**src/rtl/brick_pkg.sv**
```systemverilog
// Shared types, widths and geometry helper for the Breakout brick wall.
package brick_pkg;

  localparam int COORD_W = 10;
  localparam int CALC_W  = 11;

  typedef logic signed [CALC_W-1:0] calc_t;

  typedef enum logic [1:0] {
    IDLE,
    SCAN,
    REPORT
  } state_t;

  // Centre of brick number n along one axis: origin + half + 2*half*n.
  function automatic calc_t brick_ctr(input int n, input int origin, input int half);
    return calc_t'(origin + half + 2 * half * n);
  endfunction

endpackage

```
**src/rtl/brick_geom.sv**
```systemverilog
// Combinational ball-vs-brick test for a single brick index: bounding-box
// overlap and which axis the ball should reflect on.
module brick_geom
  import brick_pkg::*;
#(
  parameter int COLS    = 10,
  parameter int W_BLOCK = 32,
  parameter int H_BLOCK = 8,
  parameter int X0      = 0,
  parameter int Y0      = 0,
  parameter int R_BALL  = 8,
  parameter int IDX_W   = 5
) (
  input  logic [IDX_W-1:0]   idx_i,
  input  logic [COORD_W-1:0] x_ball_i,
  input  logic [COORD_W-1:0] y_ball_i,
  output logic               overlap_o,
  output logic               side_o
);

  localparam calc_t HW = calc_t'(W_BLOCK);
  localparam calc_t HH = calc_t'(H_BLOCK);
  localparam calc_t RB = calc_t'(R_BALL);

  calc_t xc, yc, xb, yb;

  always_comb begin
    xc = brick_ctr(int'(idx_i) % COLS, X0, W_BLOCK);
    yc = brick_ctr(int'(idx_i) / COLS, Y0, H_BLOCK);
    xb = calc_t'({1'b0, x_ball_i});
    yb = calc_t'({1'b0, y_ball_i});
    overlap_o = (xb - RB <= xc + HW) && (xb + RB >= xc - HW) &&
                (yb - RB <= yc + HH) && (yb + RB >= yc - HH);
    // Ball centre inside the brick's x span means it came through top/bottom.
    side_o = !((xb >= xc - HW) && (xb <= xc + HW));
  end

endmodule

```
**src/rtl/brick_wall.sv**
```systemverilog
// ROWS x COLS brick field: alive bits, per-frame collision scan, pixel
// lookup for the colouring logic and end-of-game detection.
module brick_wall
  import brick_pkg::*;
#(
  parameter int ROWS    = 3,
  parameter int COLS    = 10,
  parameter int W_BLOCK = 32,
  parameter int H_BLOCK = 8,
  parameter int X0      = 0,
  parameter int Y0      = 0,
  parameter int R_BALL  = 8
) (
  input  logic                          clock,
  input  logic                          reset,
  input  logic                          restart,
  input  logic                          frame_tick,
  input  logic [9:0]                    x_ball,
  input  logic [9:0]                    y_ball,
  input  logic [9:0]                    next_x,
  input  logic [9:0]                    next_y,
  output logic                          pixel_on,
  output logic [$clog2(ROWS)-1:0]       pixel_row,
  output logic                          hit_block,
  output logic                          hit_side,
  output logic [$clog2(ROWS*COLS+1)-1:0] remaining,
  output logic [7:0]                    hit_count,
  output logic                          endgame
);

  localparam int N     = ROWS * COLS;
  localparam int IDX_W = $clog2(N);
  localparam int REM_W = $clog2(N + 1);
  localparam int ROW_W = $clog2(ROWS);
  localparam int XSH   = $clog2(2 * W_BLOCK);
  localparam int YSH   = $clog2(2 * H_BLOCK);
  localparam logic [IDX_W-1:0] LAST = IDX_W'(N - 1);

  state_t               state_q, state_d;
  logic [IDX_W-1:0]     idx_q;
  logic [COORD_W-1:0]   xb_q, yb_q;
  logic [N-1:0]         alive_q;
  logic [REM_W-1:0]     remaining_q;
  logic [7:0]           hit_count_q;
  logic                 hit_side_q, endgame_q, pixel_on_q;
  logic [ROW_W-1:0]     pixel_row_q;
  logic                 overlap, side, hit;
  calc_t                px, py, pc, pr;
  logic                 pix_on_d;
  logic [ROW_W-1:0]     pix_row_d;
  logic [IDX_W-1:0]     pix_idx;

  brick_geom #(
    .COLS(COLS), .W_BLOCK(W_BLOCK), .H_BLOCK(H_BLOCK),
    .X0(X0), .Y0(Y0), .R_BALL(R_BALL), .IDX_W(IDX_W)
  ) u_geom (
    .idx_i    (idx_q),
    .x_ball_i (xb_q),
    .y_ball_i (yb_q),
    .overlap_o(overlap),
    .side_o   (side)
  );

  assign hit = (state_q == SCAN) && alive_q[idx_q] && overlap;

  always_comb begin
    state_d = state_q;
    case (state_q)
      IDLE:    if (frame_tick) state_d = SCAN;
      SCAN:    if (hit) state_d = REPORT;
               else if (idx_q == LAST) state_d = IDLE;
      REPORT:  state_d = IDLE;
      default: state_d = IDLE;
    endcase
    if (restart) state_d = IDLE;
  end

  always_ff @(posedge clock or negedge reset) begin
    if (!reset) state_q <= IDLE;
    else        state_q <= state_d;
  end

  // Pixel lookup: negative offsets (left of / above the wall) are off.
  always_comb begin
    px        = calc_t'({1'b0, next_x}) - calc_t'(X0);
    py        = calc_t'({1'b0, next_y}) - calc_t'(Y0);
    pc        = px >>> XSH;
    pr        = py >>> YSH;
    pix_idx   = IDX_W'(pr * calc_t'(COLS) + pc);
    pix_on_d  = 1'b0;
    pix_row_d = '0;
    if (!px[CALC_W-1] && !py[CALC_W-1] && pc < calc_t'(COLS) && pr < calc_t'(ROWS)) begin
      pix_on_d  = alive_q[pix_idx];
      pix_row_d = ROW_W'(pr);
    end
  end

  always_ff @(posedge clock) begin
    if (state_q == IDLE && frame_tick) begin
      xb_q <= x_ball;
      yb_q <= y_ball;
    end
  end

  always_ff @(posedge clock or negedge reset) begin
    if (!reset) begin
      idx_q       <= '0;
      alive_q     <= '1;
      remaining_q <= REM_W'(N);
      hit_count_q <= '0;
      hit_side_q  <= 1'b0;
      endgame_q   <= 1'b0;
      pixel_on_q  <= 1'b0;
      pixel_row_q <= '0;
    end else if (restart) begin
      idx_q       <= '0;
      alive_q     <= '1;
      remaining_q <= REM_W'(N);
      hit_count_q <= '0;
      hit_side_q  <= 1'b0;
      endgame_q   <= 1'b0;
      pixel_on_q  <= 1'b0;
      pixel_row_q <= '0;
    end else begin
      pixel_on_q  <= pix_on_d;
      pixel_row_q <= pix_row_d;
      endgame_q   <= (remaining_q == '0);
      case (state_q)
        IDLE: if (frame_tick) idx_q <= '0;
        SCAN: begin
          if (hit) begin
            alive_q[idx_q] <= 1'b0;
            hit_side_q     <= side;
          end else if (idx_q != LAST) begin
            idx_q <= idx_q + IDX_W'(1);
          end
        end
        REPORT: begin
          remaining_q <= remaining_q - REM_W'(1);
          if (hit_count_q != 8'hFF) hit_count_q <= hit_count_q + 8'd1;
        end
        default: ;
      endcase
    end
  end

  assign hit_block = (state_q == REPORT);
  assign hit_side  = hit_side_q;
  assign remaining = remaining_q;
  assign hit_count = hit_count_q;
  assign endgame   = endgame_q;
  assign pixel_on  = pixel_on_q;
  assign pixel_row = pixel_row_q;

endmodule

```
**config.mk**
```make
export PLATFORM = sky130hd
export DESIGN_NAME = brick_wall
export DESIGN_NICKNAME = d
export VERILOG_FILES = /design/src/rtl/brick_pkg.sv /design/src/rtl/brick_geom.sv /design/src/rtl/brick_wall.sv
export SDC_FILE = /design/constraint.sdc
export NUM_CORES = 1
export LEC_CHECK = 0
export CAP_MARGIN = 20
export CORE_MARGIN = 1
export CORE_UTILIZATION = 30
export CTS_CLUSTER_DIAMETER = 50
export DETAILED_ROUTE_END_ITERATION = 8
export GPL_TIMING_DRIVEN = 1
export PLACE_DENSITY_LB_ADDON = 0.1
export RECOVER_POWER = 100
export SYNTH_ARGS = -nofsm -noshare
export SYNTH_HDL_FRONTEND = slang
export SYNTH_SLANG_ARGS = --single-unit
export TNS_END_PERCENT = 30
```
**constraint.sdc**
```tcl
create_clock -name clock -period 5.4 [get_ports clock]
set_input_delay 1.08 -clock clock [delete_from_list [all_inputs] [get_ports clock]]
set_output_delay 1.08 -clock clock [all_outputs]
set_load 0.02 [all_outputs]
```
; ---- After elaboration in Yosys (flattened, before gate mapping)
; Cells that the tools add are included.
[word_totals]
reg_bits = 75
output_inout_bits = 19
inputBits = 44
word_cells = 103
[op_classes]
n_eq_ne = 9
magnitude_cmp = 11
mul = 1
n_mux = 32
div_mod_pow = 2
n_bitwise = 2
n_reduce_logical = 21
n_addsub = 14
[op_table]
columns = cell, n
row1 = 30-bit two-way mux, 3
row2 = 11-bit greater-or-equal comparator, 3
row3 = 11-bit less-or-equal comparator, 3
row4 = 6-bit by 5-bit divider with 32-bit output (second input constant), 1
row5 = 6-bit by 5-bit remainder unit with 32-bit output (second input constant), 1
row6 = 30-bit bitwise AND, 1
row7 = 5-bit two-way mux, 6
row8 = 30-bit NOT, 1
row9 = 8-bit two-way mux, 3
row10 = 10-bit by 4-bit adder with 11-bit output (second input constant), 2
row11 = 10-bit by 4-bit subtractor with 11-bit output (second input constant), 2
row12 = 5-bit by 6-bit less-than comparator with 1-bit output (second input constant), 2
row13 = 2-bit two-way mux, 6
row14 = 11-bit by 5-bit adder with 11-bit output (second input constant), 1
row15 = 11-bit by 7-bit adder with 11-bit output (second input constant), 1
row16 = 5-bit by 11-bit adder with 11-bit output (first input constant), 1
row17 = 7-bit by 11-bit adder with 11-bit output (first input constant), 1
row18 = 11-bit by 5-bit subtractor with 11-bit output (second input constant), 1
row19 = 11-bit by 7-bit subtractor with 11-bit output (second input constant), 1
row20 = 1-bit binary-select mux with 5-bit select, 2
row21 = 5-bit one-hot mux with 2 select lines, 1
row22 = 1-bit logical AND, 9
row23 = 1-bit two-way mux, 9
row24 = 8-bit by 1-bit adder with 8-bit output (second input constant), 1
row25 = other kinds (24), 30

; ---- Longest topological paths before layout
[depth]
depth_word = 11
depth_mapped = 23
depth_no_buf = 21

; ---- Modules after synthesis
; A second synthesis with hierarchy kept.
[unflattened]
cells_unflattened = 473
hier_area_um2 = 5047.3
[modules_own_cells]
columns = mod, instances, area_per_inst_um2, seq_area_each_um2, cells_each
row1 = brick_wall, 1, 3771.1, 2019.4, 302
row2 = brick_geom, 1, 1276.2, 0.0, 171

; ---- Worst setup path before layout
; No wires, ideal clock.
[synth_timing]
path_type = flip-flop to flip-flop
start = register idx_q[3]
end = register alive_q[3]
path_slack_ps = 291
required_ps = 5301
period_less_slack_ps = 5109
path_buffers = 2
path_stages_with_launch = 24
setup_ps = 99
arrival_ps = 5011
path_cell_list = dfrtp_1 > buf_4 > inv_1 > ha_1 > inv_1 > ha_1 > and3_1 > a2111oi_4 > or2_1 > o21bai_1 > xnor2_1 > ha_1 > inv_1 > nor3_1 > xnor2_1 > ha_1 > o22ai_1 > a2111oi_0 > o21ai_0 > a211o_1 > or2_4 > nor4_4 > buf_6 > a31oi_1
[synth_via]
elab_chain_len = 10
elab_cells_between_ends = 31
cone_classes = add/sub (6) / div (2) / order compare (6) / mux (7) / bitwise (2) / reduce/logical (8)
[synth_lines]
columns = item, line_no
row1 = start: declaration, brick_wall.sv:40  ; logic [IDX_W-1:0] idx_q;
row2 = start signal: assignment, brick_wall.sv:135  ; idx_q <= idx_q + IDX_W'(1);
row3 = 6-bit by 5-bit remainder unit with 32-bit output, brick_geom.sv:28  ; xc = brick_ctr(int'(idx_i) % COLS, X0, W_BLOCK);
row4 = 7-bit by 11-bit adder with 11-bit output, brick_pkg.sv:17  ; return calc_t'(origin + half + 2 * half * n);
row5 = 11-bit by 7-bit adder with 11-bit output / 11-bit by 7-bit subtractor with 11-bit output (equally long branches), brick_geom.sv:32  ; overlap_o = (xb - RB <= xc + HW) && (xb + RB >= xc - HW) &&
row6 = 11-bit less-or-equal comparator / 11-bit greater-or-equal comparator (equally long branches), brick_geom.sv:32
row7 = 1-bit logical AND (2 in series), brick_geom.sv:32
row8 = 1-bit logical AND, brick_geom.sv:33  ; (yb - RB <= yc + HH) && (yb + RB >= yc - HH);
row9 = 1-bit logical AND, brick_wall.sv:64  ; assign hit = (state_q == SCAN) && alive_q[idx_q] && overlap;
row10 = 2-bit nonzero test (no line), -
row11 = 2-bit AND reduction (no line), -
row12 = end signal: assignment, brick_wall.sv:108  ; alive_q <= '1;
row13 = end signal: assignment, brick_wall.sv:117  ; alive_q <= '1;
row14 = end signal: indexed assignment, brick_wall.sv:132  ; alive_q[idx_q] <= 1'b0;
row15 = end: declaration, brick_wall.sv:42  ; logic [N-1:0] alive_q;
; Several ways; a longest one is shown, not always the timed one. The select of a mux whose other input is x is not followed.
; A chain may end at the register's enable or synchronous reset.

; ---- Worst setup path after layout
[layout_timing]
start = register idx_q[2]
end = register alive_q[13]
; The elaborated chain is that of the path after synthesis.

==> summary.md <==
| Metric | Value |
|---|---|
| Gate Count Post-Synth | 518 |
| Minimum clock period | 5.04 ns |
| Placed insts | 784 |
| Skew final | 0.00542 ns |
| DRT Wirelength | 13200 um |
| Combinational share of power | 14.2% |
| CP required | 5.63 ns |
| Synth unique cells | 77 |
| Pre-antenna DRT Iters | 4 |
| Clk network pwr share | 42.7% |
| Total core area | 0.0173 mm2 |
| Status | finished with violations |
| Sequential fraction of the synthesis area | 38.0% |
| Worst-Skew Late Latency | 0.34 ns |
| DIE AREA | 0.0183 mm2 |
| Switching share of power | 25.7% |
| Die height | 135 um |
| Setup_tns | 0 ns |
| ANT cells | 0 |
| Area Overhead vs Synth | 20.3% |
| Crit Path Class | flip-flop to flip-flop |
| Multi-input gate area | 0.00302 mm2 |
| Detail Route Antenna Nets | 0 |
| Nets | 659 |
| Pin count of the biggest net entering global routing | 60 |
| Non-Filler Instances | 801 |
| Adder-Cell Fraction of Synth Area | 10.3% |
| Worst Hold End | alive_q[17] |
| Simple-Gate Fraction of Synth Area | 16.0% |
| Async S/R FF share, synth | 73.3% |
| Mux cell area share after synthesis | 7.20% |
| Hold Fails Final Rpt | 0 |
| Syn_area_per_cell | 10.3 um2 |
| CTS sink count | 75 |
| Drt drc | 0 |
| First-pass GRT wire length | 21500 um |
| F_max | 198 MHz |
| Clock H-tree levels | 3 |
| Worst setup SP type | flip-flop |
| Synth top area share | 16.8% |
| DR WL/cell | 16.5 um |
| # setup viols final | 0 |
| Remaining global-route overflow | 0 |
| CTS Buf Count | 9 |
| Storage cell area | 0.00202 mm2 |
| Vias in the first global route | 4082 |
| Antenna violations before repair | 0 |
| Syn. warnings | 0 |
| Synth area leader | dfstp_2 |
| Worst-margin pin slew | 2.78 ns |
| Switching pwr | 0.000368 W |
| Filler instances | 1758 |
| Worst EP arrival | 5.28 ns |
| Largest fanout on the critical path | 31 |
| Main combinational cell family by area after synthesis | compound AO/OA/AOI/OAI gates |
| Die width | 135 um |
| Final period utilization | 93.4% |
| Max-Slew Margin vs Limit | -85.3% |
| Power Internal | 0.00107 W |
| Initial Util | 30.7% |
| Pleak | 2.39 nW |
| Crit. End Element | flip-flop |
| Max Slew Vio Count | 100 |
| Xor/xnor share of the synthesized area | 4.78% |
| P per Cell Area | 224 mW/mm2 |
| CTS Root Cell | clkbuf_16 |
| Syn nets | 605 |
| Hold Crit Depth | 2 |
| Clock Pin Slew Worst Setup and Hold Paths | 0.06 ns |
| Share of layout cells above drive strength 1 | 17.4% |
| Failing checks | capacitance limit, slew limit |
| Maximum VDD drop | 153 uV |
| Max Root-Sink Buffers | 2 |
| Sequential power share | 43.1% |
| Hold_sp | alive_q[17] |
| Unrepaired setup endpoints after global routing | false |
| R2r startpoint | idx_q[2] |
| Number of max-cap violations | 2 |
| Hold Crit Class | flip-flop to flip-flop |
| Row Count | 48 |
| Cts hold-fix bufs | 0 |
| R2r endpoint | alive_q[13] |
| Post-DP HPWL | 9470 um |
| Vias | 4190 |
| Synth Cell Area | 0.00532 mm2 |
| Reg-to-reg setup timing slack | 0.36 ns |
| Synth area leaders | dfstp_2, edfxtp_1, dfrtp_1 |
| DRT iter0 DRCs | 230 |
| CTS tree | done |
| Placer Congestion | 0.813 |
| Yosys reg bits | 75 |
| # port buffers | 52 |
| Post-synth EDFFs | 20 |
| Main flop type after synthesis | dfstp_2 |
| Global Route Usage Sum | 15.4% |
| DR vias/cell | 5.23 |
| Worst r2r path cells | 22 |
| IO Count | 63 |
| Compound-Gate Fraction of Synth Area | 18.5% |
synth_stat cells (all sizes together) (6+ instances only):
| master | count |
|---|---|
| a211oi | 8 |
| a21o | 7 |
| a21oi | 15 |
| a31oi | 34 |
| buf | 12 |
| clkbuf | 16 |
| dfrtp | 21 |
| dfstp | 34 |
| edfxtp | 20 |
| ha | 42 |
| inv | 32 |
| mux4 | 15 |
| nand2 | 24 |
| nand2b | 7 |
| nand3 | 12 |
| nor2 | 53 |
| nor2b | 9 |
| nor3 | 16 |
| nor3b | 6 |
| o211ai | 11 |
| o21ai | 12 |
| o31ai | 6 |
| or3 | 6 |
| xnor2 | 17 |
| xor2 | 12 |
layout by cell type, fill, tap and decap left out, types with 7 or more instances in the layout:
master / netlist / layout
nor2_1: 53 / 53
ha_1: 42 / 41
dlygate4sd3_1: 0 / 41
a31oi_1: 34 / 34
dfstp_2: 34 / 34
inv_1: 31 / 31
nand2_1: 24 / 24
dfrtp_1: 21 / 21
edfxtp_1: 20 / 20
xnor2_1: 17 / 17
mux4_2: 15 / 15
buf_4: 1 / 15
nor3_1: 14 / 14
a21oi_1: 14 / 14
xor2_1: 12 / 12
o21ai_0: 12 / 12
nand3_1: 12 / 12
o211ai_1: 11 / 11
clkbuf_16: 0 / 11
nor2b_1: 9 / 9
clkdlybuf4s50_1: 0 / 9
nand2b_1: 7 / 7
a21o_1: 7 / 7
power by group through the flow:
stage | registers (W) | logic [W] | clock network, W
final | 0.000617 | 0.000204 | 0.000613
after global routing | 0.000620 | 0.000229 | 0.000650
after CTS | 0.000617 | 0.000213 | 0.000634
after detailed placement | 0.000627 | 0.000212 | 0
after global placement | 0.000627 | 0.000209 | 0
after floorplan | 0.000624 | 0.000132 | 0
worst max-delay path by stage:
stage	from	to	slack [ns]	depth (start not counted)
after floorplan	idx_q[3]	alive_q[3]	0.29	23
after global placement	idx_q[2]	alive_q[15]	0.26	22
after detailed placement	idx_q[2]	alive_q[13]	0.21	22
after CTS	idx_q[2]	alive_q[13]	0.17	22
after global routing	idx_q[2]	alive_q[1]	0.04	22
final	idx_q[2]	alive_q[13]	0.36	22
per-stage QoR:
stage / area [um2] / power (W) / utilization [%] / hold WS (ns) / setup slack, ns
2_1_floorplan: 5320 / 0.000757 / - / 0.470 / 0.291
3_3_place_gp: 6090 / 0.000836 / 35.2 / 0.481 / 0.262
3_5_place_dp: 6090 / 0.000840 / 35.2 / 0.482 / 0.214
4_1_cts: 6390 / 0.00146 / 37.0 / 0.493 / 0.167
5_1_grt: 6390 / 0.00150 / 37.0 / 0.507 / 0.0402
6_report: 6390 / 0.00143 / 37.0 / 0.493 / 0.356
timing repair:
| action | CTS | global route |
|---|---|---|
| endpoints found under the hold margin | 0 | 0 |
| setup buffers | 0 | 2 |
| endpoints found under the setup margin | 0 | 32 |
| resized for setup | 0 | 2 |
critical path: stages, from the launching register on:
cell       delay [ns]
dfrtp_1          0.40
inv_1            0.16
ha_1             0.17
inv_1            0.04
ha_1             0.21
and3_1           0.21
a2111oi_4        0.32
or2_1            0.20
o21bai_1         0.18
xnor2_1          0.18
ha_1             0.25
inv_1            0.08
nor3_1           0.24
xnor2_1          0.17
ha_2             0.28
o22ai_1          0.11
a2111oi_0        0.31
o21ai_0          0.16
a211o_1          0.32
or2_4            0.28
nor4_4           0.30
buf_12           0.23
a31oi_1          0.11
area by class of cell:
type                            instances  share of cell area, %
Multi-Input combinational cell        383                   47.2
Sequential cell                        75                   31.6
Timing Repair Buffer                   71                   10.2
Clock buffer                           14                   4.64
Tap cell                              225                   4.40
Inverter                               32                   1.88
Clock inverter                          1                 0.0783
state kept, by name, summed over array words and instances (netlist names):
register   cells
alive_q       30
xb_q          10
yb_q          10
hit_count      8
idx_q          5
remaining      5
pixel_row      2
state_q        2
endgame        1
hit_side       1
pixel_on       1
cell families after synthesis:
| kind of cell | count (synthesis) |
|---|---|
| and+or+nand+nor | 160 |
| AOI/OAI and AO/OA | 132 |
| DFF | 75 |
| buffers and inverters | 60 |
| adders and majority gates | 43 |
| xor gates and xnor gates | 29 |
| muxes | 19 |
routing by layer:
metal | vias to the layer above | routed length (um) | track usage [%]
met4 | 0 | 210 | 4.99
met5 | - | 0 | 0
met1 | 2049 | 6040 | 19.2
li1 | 2048 | - | -
met2 | 82 | 6440 | 26.5
met3 | 11 | 531 | 3.23
No activity file was read; power rests on OpenSTA's default activity.
